## src/rtl/forward_pkg.sv

```systemverilog
// Shared types and helpers for the forward_mac neuron engine:
// FSM state encoding, activation selectors and signed saturation.
package forward_pkg;

    typedef enum logic [2:0] {
        ST_COLLECT,
        ST_ADDR,
        ST_DATA,
        ST_ACT,
        ST_SEND
    } state_t;

    localparam int ACT_LINEAR = 0;
    localparam int ACT_RELU   = 1;

    // Clamp a sign-extended value into the range of a w-bit signed number.
    function automatic logic signed [63:0] sat_w(input logic signed [63:0] value, input int w);
        logic signed [63:0] hi;
        logic signed [63:0] lo;
        hi = (64'sd1 <<< (w - 1)) - 64'sd1;
        lo = -(64'sd1 <<< (w - 1));
        if (value > hi) return hi;
        if (value < lo) return lo;
        return value;
    endfunction

endpackage

```

## src/rtl/forward_act.sv

```systemverilog
// Combinational activation stage: rescale the accumulator out of the
// fixed-point product domain, optionally apply ReLU, then saturate to W bits.
module forward_act
    import forward_pkg::*;
#(
    parameter int W    = 8,
    parameter int A    = 18,
    parameter int FRAC = 4,
    parameter int ACT  = 0
) (
    input  logic signed [A-1:0] acc,
    output logic        [W-1:0] r
);

    logic signed [A-1:0]  shifted;
    logic signed [63:0]   wide;
    logic signed [63:0]   act_val;

    always_comb begin
        shifted = acc >>> FRAC;
        wide    = {{(64 - A){shifted[A-1]}}, shifted};
        act_val = wide;
        if (ACT == ACT_RELU && wide < 0) begin
            act_val = '0;
        end
        r = W'(sat_w(act_val, W));
    end

endmodule

```

## src/rtl/forward_mac.sv

```systemverilog
// Single-neuron forward pass: gathers N samples, streams N weights plus a bias
// from external memory through a sequential MAC, activates and broadcasts to M sinks.
module forward_mac
    import forward_pkg::*;
#(
    parameter int W    = 8,
    parameter int N    = 2,
    parameter int M    = 2,
    parameter int FRAC = 4,
    parameter int ACT  = 0
) (
    input  logic                     clk,
    input  logic                     rst_n,
    input  logic [N-1:0]             s_i_stb,
    input  logic [N*W-1:0]           s_i_dat,
    output logic [N-1:0]             s_i_rdy,
    input  logic                     m_a_rdy,
    output logic                     m_a_stb,
    output logic [$clog2(N+1)-1:0]   m_a_dat,
    input  logic                     s_d_stb,
    input  logic [W-1:0]             s_d_dat,
    output logic                     s_d_rdy,
    input  logic [M-1:0]             m_o_rdy,
    output logic [M-1:0]             m_o_stb,
    output logic [M*W-1:0]           m_o_dat
);

    localparam int KW = $clog2(N + 1);
    localparam int A  = 2 * W + KW;

    state_t                 state;
    state_t                 state_next;
    logic [N-1:0]           full;
    logic [W-1:0]           slot [N];
    logic [KW-1:0]          k;
    logic signed [A-1:0]    acc;
    logic [W-1:0]           result;
    logic [W-1:0]           act_r;
    logic [M-1:0]           o_stb;
    logic [N-1:0]           accept;
    logic                   last_term;
    logic                   data_fire;
    logic                   mask_clear;
    logic                   start;
    logic signed [W-1:0]    xk;
    logic signed [2*W-1:0]  term;

    assign s_i_rdy    = ~full;
    assign accept     = s_i_stb & ~full;
    assign m_a_stb    = (state == ST_ADDR);
    assign m_a_dat    = k;
    assign s_d_rdy    = (state == ST_DATA);
    assign m_o_stb    = o_stb;
    assign m_o_dat    = {M{result}};
    assign last_term  = (k == KW'(N));
    assign data_fire  = (state == ST_DATA) && s_d_stb;
    assign mask_clear = data_fire && last_term;

    // A sample landing in the cycle the mask clears belongs to the next vector.
    always_ff @(posedge clk or negedge rst_n) begin
        if (!rst_n) begin
            full <= '0;
        end else begin
            full <= (mask_clear ? '0 : full) | accept;
        end
    end

    always_ff @(posedge clk) begin
        for (int i = 0; i < N; i++) begin
            if (accept[i]) begin
                slot[i] <= s_i_dat[i*W +: W];
            end
        end
    end

    // The bias term uses x = 2**FRAC, i.e. the bias shifted into product scale.
    always_comb begin
        xk = '0;
        for (int i = 0; i < N; i++) begin
            if (k == KW'(i)) begin
                xk = slot[i];
            end
        end
        if (last_term) begin
            term = (2*W)'($signed(s_d_dat)) <<< FRAC;
        end else begin
            term = (2*W)'(xk) * (2*W)'($signed(s_d_dat));
        end
    end

    forward_act #(
        .W    (W),
        .A    (A),
        .FRAC (FRAC),
        .ACT  (ACT)
    ) u_act (
        .acc (acc),
        .r   (act_r)
    );

    always_ff @(posedge clk or negedge rst_n) begin
        if (!rst_n) begin
            state <= ST_COLLECT;
        end else begin
            state <= state_next;
        end
    end

    always_comb begin
        state_next = state;
        unique case (state)
            ST_COLLECT: if (&full) state_next = ST_ADDR;
            ST_ADDR:    if (m_a_rdy) state_next = ST_DATA;
            ST_DATA:    if (s_d_stb) state_next = last_term ? ST_ACT : ST_ADDR;
            ST_ACT:     state_next = ST_SEND;
            ST_SEND: begin
                if ((o_stb & ~m_o_rdy) == '0) begin
                    state_next = (&full) ? ST_ADDR : ST_COLLECT;
                end
            end
            default:    state_next = ST_COLLECT;
        endcase
        start = (state_next == ST_ADDR) && (state == ST_COLLECT || state == ST_SEND);
    end

    always_ff @(posedge clk or negedge rst_n) begin
        if (!rst_n) begin
            acc    <= '0;
            k      <= '0;
            result <= '0;
            o_stb  <= '0;
        end else begin
            if (start) begin
                acc <= '0;
                k   <= '0;
            end else if (data_fire) begin
                acc <= acc + A'(term);
                if (!last_term) begin
                    k <= k + KW'(1);
                end
            end
            if (state == ST_ACT) begin
                result <= act_r;
                o_stb  <= '1;
            end else if (state == ST_SEND) begin
                o_stb <= o_stb & ~m_o_rdy;
            end
        end
    end

endmodule

```

## config.mk

```make
export PLATFORM = sky130hd
export DESIGN_NAME = forward_mac
export DESIGN_NICKNAME = d
export VERILOG_FILES = /design/src/rtl/forward_pkg.sv /design/src/rtl/forward_act.sv /design/src/rtl/forward_mac.sv
export SDC_FILE = /design/constraint.sdc
export NUM_CORES = 1
export LEC_CHECK = 0
export CAP_MARGIN = 40
export CORE_ASPECT_RATIO = 0.8
export CORE_MARGIN = 4
export CORE_UTILIZATION = 40
export CTS_CLUSTER_SIZE = 20
export DETAILED_ROUTE_END_ITERATION = 12
export PLACE_DENSITY = 0.59
export SLEW_MARGIN = 20
export SYNTH_ARGS = -nofsm -noshare
export SYNTH_HDL_FRONTEND = slang
export SYNTH_SLANG_ARGS = --single-unit
```

## constraint.sdc

```tcl
create_clock -name clk -period 7.81 [get_ports clk]
set_input_delay 1.562 -clock clk [delete_from_list [all_inputs] [get_ports clk]]
set_output_delay 1.562 -clock clk [all_outputs]
set_load 0.1 [all_outputs]
```

==> summary.md, run 1 <==
• Syn Nets: 757
• Iter 0 DRT Violations: 210
• synthesis-to-finish area growth: 25.5%
• required arrival time at the worst endpoint: 8.00 ns
• initial antenna violation count: 0
• depth of the CTS H-tree: 2
• kind of start point of the critical path: input pin
• fraction of post-synthesis cell area in the top cell type by area: 20.2%
• Synth Area per Inst: 8.94 sq um
• final worst path period share: 96.6%
• Worst-Margin Slew: 0.698 ns
• Crit. Startpoint: s_d_dat[7]
• post-route antenna net violation count: 0
• CTS root buffer: sky130_fd_sc_hd__clkbuf_16
• worst hold path type: reg2reg
• initial cell density of the core: 40.9%
• flop-to-flop setup slack: 0.55 ns
• origin of the worst min-delay path: result[6]
• launch instance of the worst register-to-register path: m_a_dat[1]
• final worst clock skew: 0.00626 ns
• layout cells sized above 1: 10.3%
• dominant synthesized flop cell: sky130_fd_sc_hd__dfrtp_1
• global route overflow: 0
• Non-Filler Instances: 892
• via count of the first global-routing pass: 4654
• WL per Instance: 13.7 um
• full die area: 15800 sq um
• number of warnings issued by yosys: 0
• Worst-path clk slew: 0.07 ns
• unrepaired setup endpoints after global routing: false
• arrival time at the worst endpoint: 7.74 ns
• via density per instance: 4.90
• number of top-level pins: 56
• number of buffers added on ports: 55
• largest net degree at the start of global routing: 36
• clk_lat worst skew: 0.30 ns
• count of placed standard cells including taps: 880
• number of synthesized flops with an enable pin: 16
• distinct cell type count of the synthesized netlist: 52
• crit end category: register
• fin worst setup slack: 0.263 ns
• Critical R2R Capture: acc[17]
• crit path cell chain: clkdlybuf4s50_1 -> buf_4 -> fa_1 -> inv_1 -> fa_1 -> inv_1 -> fa_1 -> inv_1 -> fa_1 -> inv_1 -> ha_1 -> nand3_1 -> o2111ai_2 -> a31o_1 -> a21o_1 -> o21a_1 -> or3_2 -> ha_1 -> and3_1 -> a211oi_2 -> or4_4 -> a31o_1 -> a21o_1
• most instantiated cells after synthesis: sky130_fd_sc_hd__inv_1 (106), sky130_fd_sc_hd__nand2_1 (68), sky130_fd_sc_hd__fa_1 (56)
• Detail Placement HPWL: 10300 um
• number of nets at the end of the flow: 848
• global-route wire length before repair: 21400 um
• count of final hold-check violations: 0
• clk sinks: 51
• placer's final routability congestion estimate: 0.841
• post-synthesis cell count: 620
• share of flip-flops with an asynchronous set or reset after synthesis: 68.6%
• GRT Resource Usage Total: 16.2%
• antenna diode count: 0
• Filler Cells Inserted: 1262
• Worst Setup Path Type: in2reg
• leading area contributor after synthesis: sky130_fd_sc_hd__fa_1
• highest-delay cell along the critical path: sky130_fd_sc_hd__fa_1
• synthesized area: 5540 sq um
• maximum clock frequency: 133 MHz
• Worst path max stage delay: 0.53 ns
• final setup vio count: 0
• clock buffer depth: 2
• cell with the most instances after synthesis: sky130_fd_sc_hd__inv_1
• TritonCTS Buffers: 5
• cell count of the worst hold path: 2
• hold-critical path endpoint: result[6]
• Die X-Extent: 140 um
• total DRC errors in the routed layout: 0
• result of the run: finished, final reports clean
• total number of vias: 4375
• hold slack: 0.508 ns
• Post-CTS Hold Buffers: 0
• count of maximum capacitance violations: 0
• final-layout setup total negative slack: 0 ns
• final max-slew violation count: 0
• number of synthesized register bits: 51
• final critical-path required period: 7.55 ns
• cells on worst reg2reg path: 25
• TritonCTS clock tree: yes
• Worst Setup Slack post-DPL: -0.0734 ns
• drt first pass iters: 4
• synth top area cells: sky130_fd_sc_hd__fa_1 (20%), sky130_fd_sc_hd__dfrtp_1 (16%), sky130_fd_sc_hd__ha_1 (11%)
• standard-cell rows: 38
• largest fanout of any net on the critical path: 7
• Detailed Route WL: 12200 um
• worst rel slew slack: 53.4%
• Seq/Total Area, Yosys: 24.5%
• Core Footprint: 13600 sq um
• die extent in y: 113 um
timing repair:
action | in CTS | in global routing
endpoints found under the setup margin | 0 | 2
buffers inserted | 0 | 2
endpoints found under the hold margin | 0 | 0
resized for setup | 0 | 4
flip-flops by register name (all words and copies together), names as in the netlist:
register and flops:
result 8, full 2, m_a_dat 2, state 3, m_o_stb 2, slot 16
acc 18
final cells by class:
type,instances,area [sq um],area share [%]
flip-flops and latches,51,1360,19.5
clock buffers,5,125,1.80
inverters,106,398,5.72
repair buffers,105,1130,16.3
multi-input cells,442,3690,53.1
well taps,180,225,3.24
clock inverters,3,23.8,0.342
routing by layer:
metal | track usage (%) | vias up | wire length (um)
met4 | 3.62 | 0 | 146
met1 | 22.1 | 2106 | 5770
met3 | 2.58 | 16 | 484
li1 | - | 2183 | -
met2 | 27.5 | 70 | 5790
met5 | 0 | - | 0
kinds of logic (layout without fill, tap and decap cells):
kind of cell	after synthesis	in the layout	share of synthesized area, %
multiplexers	3	3	0.610
adder cells (fa/ha/maj)	105	105	31.3
AO/OA/AOI/OAI	114	114	12.6
XOR/XNOR	30	30	4.74
AND/OR/NAND/NOR	190	190	17.1
flip-flops	51	51	24.5
buffers and inverters	127	219	9.15
how the worst max path moves through the flow:
stage | cells past startpoint | endpoint | slack (ns)
finish | 23 | acc[17] | 0.26
global route | 26 | acc[17] | 0.003
CTS | 21 | acc[17] | 0.24
detailed placement | 22 | acc[17] | -0.07
global placement | 25 | acc[17] | 0.03
floorplan | 27 | acc[17] | 0.23
layout by cell type (no fill, tap or decap), types with 30 or more instances in the layout:
master                              n
sky130_fd_sc_hd__inv_1            106
sky130_fd_sc_hd__nor2_1            30
sky130_fd_sc_hd__o21ai_0           33
sky130_fd_sc_hd__clkdlybuf4s50_1   53
sky130_fd_sc_hd__nor2b_1           42
sky130_fd_sc_hd__ha_1              48
sky130_fd_sc_hd__nand2_1           68
sky130_fd_sc_hd__a21oi_1           31
sky130_fd_sc_hd__dfrtp_1           35
sky130_fd_sc_hd__fa_1              56
critical path: cells and delay by family:
kind,cells,cell delay [ns]
AND/OR/NAND/NOR,4,1.24
adder cells (fa/ha/maj),6,2.71
AO/OA/AOI/OAI,7,1.29
buffers and inverters,6,0.94
per-stage QoR:
step	util, %	cell area [sq um]
after detailed placement	49.6	6730
after global placement	47.0	6370
after floorplan	-	5540
after global routing	51.3	6950
after CTS	50.7	6880
final	51.3	6950
Power of run 1 is not shown: default switching activity piles up to over one toggle a cycle in this logic, so the estimate is an artifact.
==> run 2: changes to the inputs <==
--- a/config.mk
+++ b/config.mk
@@ -11,7 +11,9 @@
 export CORE_UTILIZATION = 40
 export CTS_CLUSTER_SIZE = 20
 export DETAILED_ROUTE_END_ITERATION = 12
+export GPL_TIMING_DRIVEN = 0
 export PLACE_DENSITY = 0.59
+export SETUP_SLACK_MARGIN = 0.1
 export SLEW_MARGIN = 20
 export SYNTH_ARGS = -nofsm -noshare
 export SYNTH_HDL_FRONTEND = slang
==> run 2 against run 1 <==
Against the previous run: via count rose by 0.98%; utilization is 0.055 points higher; clock skew grew 0.0016 ns; sequential cell count did not move; critical endpoint unchanged.
==> summary.md, run 2 (synthesized netlist as in run 1, its figures left out) <==
• final worst path period share: 94.3%
• crit end category: register
• number of buffers added on ports: 55
• via count of the first global-routing pass: 4651
• Post-CTS Hold Buffers: 0
• largest net degree at the start of global routing: 23
• final max-slew violation count: 0
• Worst-path clk slew: 0.07 ns
• flop-to-flop setup slack: 0.52 ns
• worst rel slew slack: 50.4%
• Die X-Extent: 140 um
• hold slack: 0.514 ns
• worst hold path type: reg2reg
• registers with the highest flip-flop counts: acc x18, slot x16, result x8
• final setup vio count: 0
• number of nets at the end of the flow: 849
• required arrival time at the worst endpoint: 8.00 ns
• TritonCTS clock tree: yes
• initial cell density of the core: 40.9%
• result of the run: finished, final reports clean
• launch instance of the worst register-to-register path: m_a_dat[0]
• top library cells by usage in the layout, fill and taps aside: sky130_fd_sc_hd__inv_1 (106), sky130_fd_sc_hd__nand2_1 (68), sky130_fd_sc_hd__fa_1 (56), sky130_fd_sc_hd__clkdlybuf4s50_1 (46), sky130_fd_sc_hd__ha_1 (45)
• kind of start point of the critical path: input pin
• unrepaired setup endpoints after global routing: false
• arrival time at the worst endpoint: 7.55 ns
• most common library cell in the layout ignoring fill and taps: sky130_fd_sc_hd__inv_1
• origin of the worst min-delay path: result[5]
• count of final hold-check violations: 0
• depth of the CTS H-tree: 2
• Filler Cells Inserted: 1258
• Critical R2R Capture: acc[17]
• highest-delay cell along the critical path: sky130_fd_sc_hd__fa_1
• Core Footprint: 13600 sq um
• crit path cell chain: dlygate4sd2_1 -> nand2b_1 -> fa_1 -> fa_1 -> inv_1 -> fa_1 -> inv_1 -> fa_1 -> inv_1 -> ha_4 -> nand3_1 -> o2111ai_2 -> a31o_1 -> a21o_1 -> xnor2_1 -> o21ai_1 -> ha_2 -> or2_2 -> o31ai_1 -> a31oi_1 -> a211oi_2 -> or4_4 -> a31o_1 -> a21o_1
• largest fanout of any net on the critical path: 9
• Worst path top cell family by delay: adder cells
• total buffers and inverters traversed by the critical path: 4
• clock buffer depth: 2
• total DRC errors in the routed layout: 0
• number of top-level pins: 56
• flip-flop count of the largest register, all copies and words added: 18
• layout cells sized above 1: 9.82%
• standard-cell rows: 38
• TritonCTS Buffers: 5
• post-route antenna net violation count: 0
• cell count of the worst hold path: 2
• hold-critical path endpoint: result[5]
• Worst Setup Slack post-DPL: -0.568 ns
• Iter 0 DRT Violations: 163
• Most flops, register: acc
• dominant cell type by count on the critical path: sky130_fd_sc_hd__fa_1
• final critical-path required period: 7.36 ns
• global-route wire length before repair: 21800 um
• Worst Setup Path Type: in2reg
• clk_lat worst skew: 0.30 ns
• Detail Placement HPWL: 10200 um
• Worst path max stage delay: 0.56 ns
• logic depth of the worst path, buffers included: 24
• final worst clock skew: 0.00783 ns
• full die area: 15800 sq um
• global route overflow: 0
• via density per instance: 4.95
• die extent in y: 113 um
• antenna diode count: 0
• placer's final routability congestion estimate: 0.873
• fin worst setup slack: 0.446 ns
• Worst-Margin Slew: 0.744 ns
• count of maximum capacitance violations: 0
• total number of vias: 4418
• GRT Resource Usage Total: 16.6%
• CTS root buffer: sky130_fd_sc_hd__clkbuf_16
• maximum clock frequency: 136 MHz
• synthesis-to-finish area growth: 25.6%
• drt first pass iters: 4
• clk sinks: 51
• Detailed Route WL: 12500 um
• cells on worst reg2reg path: 28
• initial antenna violation count: 0
• WL per Instance: 14.0 um
[run 2: cell count changes in the layout (fill, tap and decap cells not counted), sizes merged]
cell,previous run,this run
dlygate4sd2,0,5
clkbuf,5,20
clkinv,0,1
clkdlybuf4s50,53,46
clkinvlp,2,1
buf,51,38
dlymetal6s2s,1,2
[run 2: how the worst max path moves through the flow]
stage,start,endpoint
after floorplan,m_a_dat[0],acc[17]
after global placement,s_d_dat[7],acc[17]
after detailed placement,s_d_dat[7],acc[17]
after CTS,s_d_dat[7],acc[17]
after global routing,s_d_dat[2],acc[17]
final,s_d_dat[6],acc[17]
[run 2: timing repair]
item / 4_1_cts / 5_1_grt
setup buffers: 0 / 2
gates resized for setup: 14 / 13
endpoints found under the setup margin: 2 / 3
pin swaps: 0 / 4
[run 2: worst min-delay path, cell delays in order (launching register included)]
cell,delay (ns)
sky130_fd_sc_hd__dfrtp_1,0.36
sky130_fd_sc_hd__nand2_1,0.05
sky130_fd_sc_hd__o21ai_0,0.06
[run 2: layer usage]
layer / share of wire [%] / up-vias / track usage (%)
met3: 3.1 / 17 / 2.92
met4: 1.5 / 0 / 3.29
met2: 46 / 66 / 27.5
met5: 0 / - / 0
met1: 49 / 2155 / 23.0
li1: - / 2180 / -
[run 2: cell type report]
class	instances	area, sq um	area share [%]
multi-input combinational	442	3750	53.9
sequential	51	1360	19.5
timing repair buffer	85	965	13.9
inverter	106	398	5.72
tap	180	225	3.24
clock buffer	5	125	1.80
buffer	21	118	1.69
clock inverter	3	22.5	0.324
[run 2: through the flow]
step	instances	util, %	TNS (ns)	cell area, sq um
after floorplan	620	-	0	5540
after global placement	855	46.6	-0.584	6320
after detailed placement	881	49.5	-0.975	6710
after CTS	889	50.8	0	6890
after global routing	893	51.3	0	6960
final	893	51.3	0	6960
Power of run 2 is left out for the same reason.
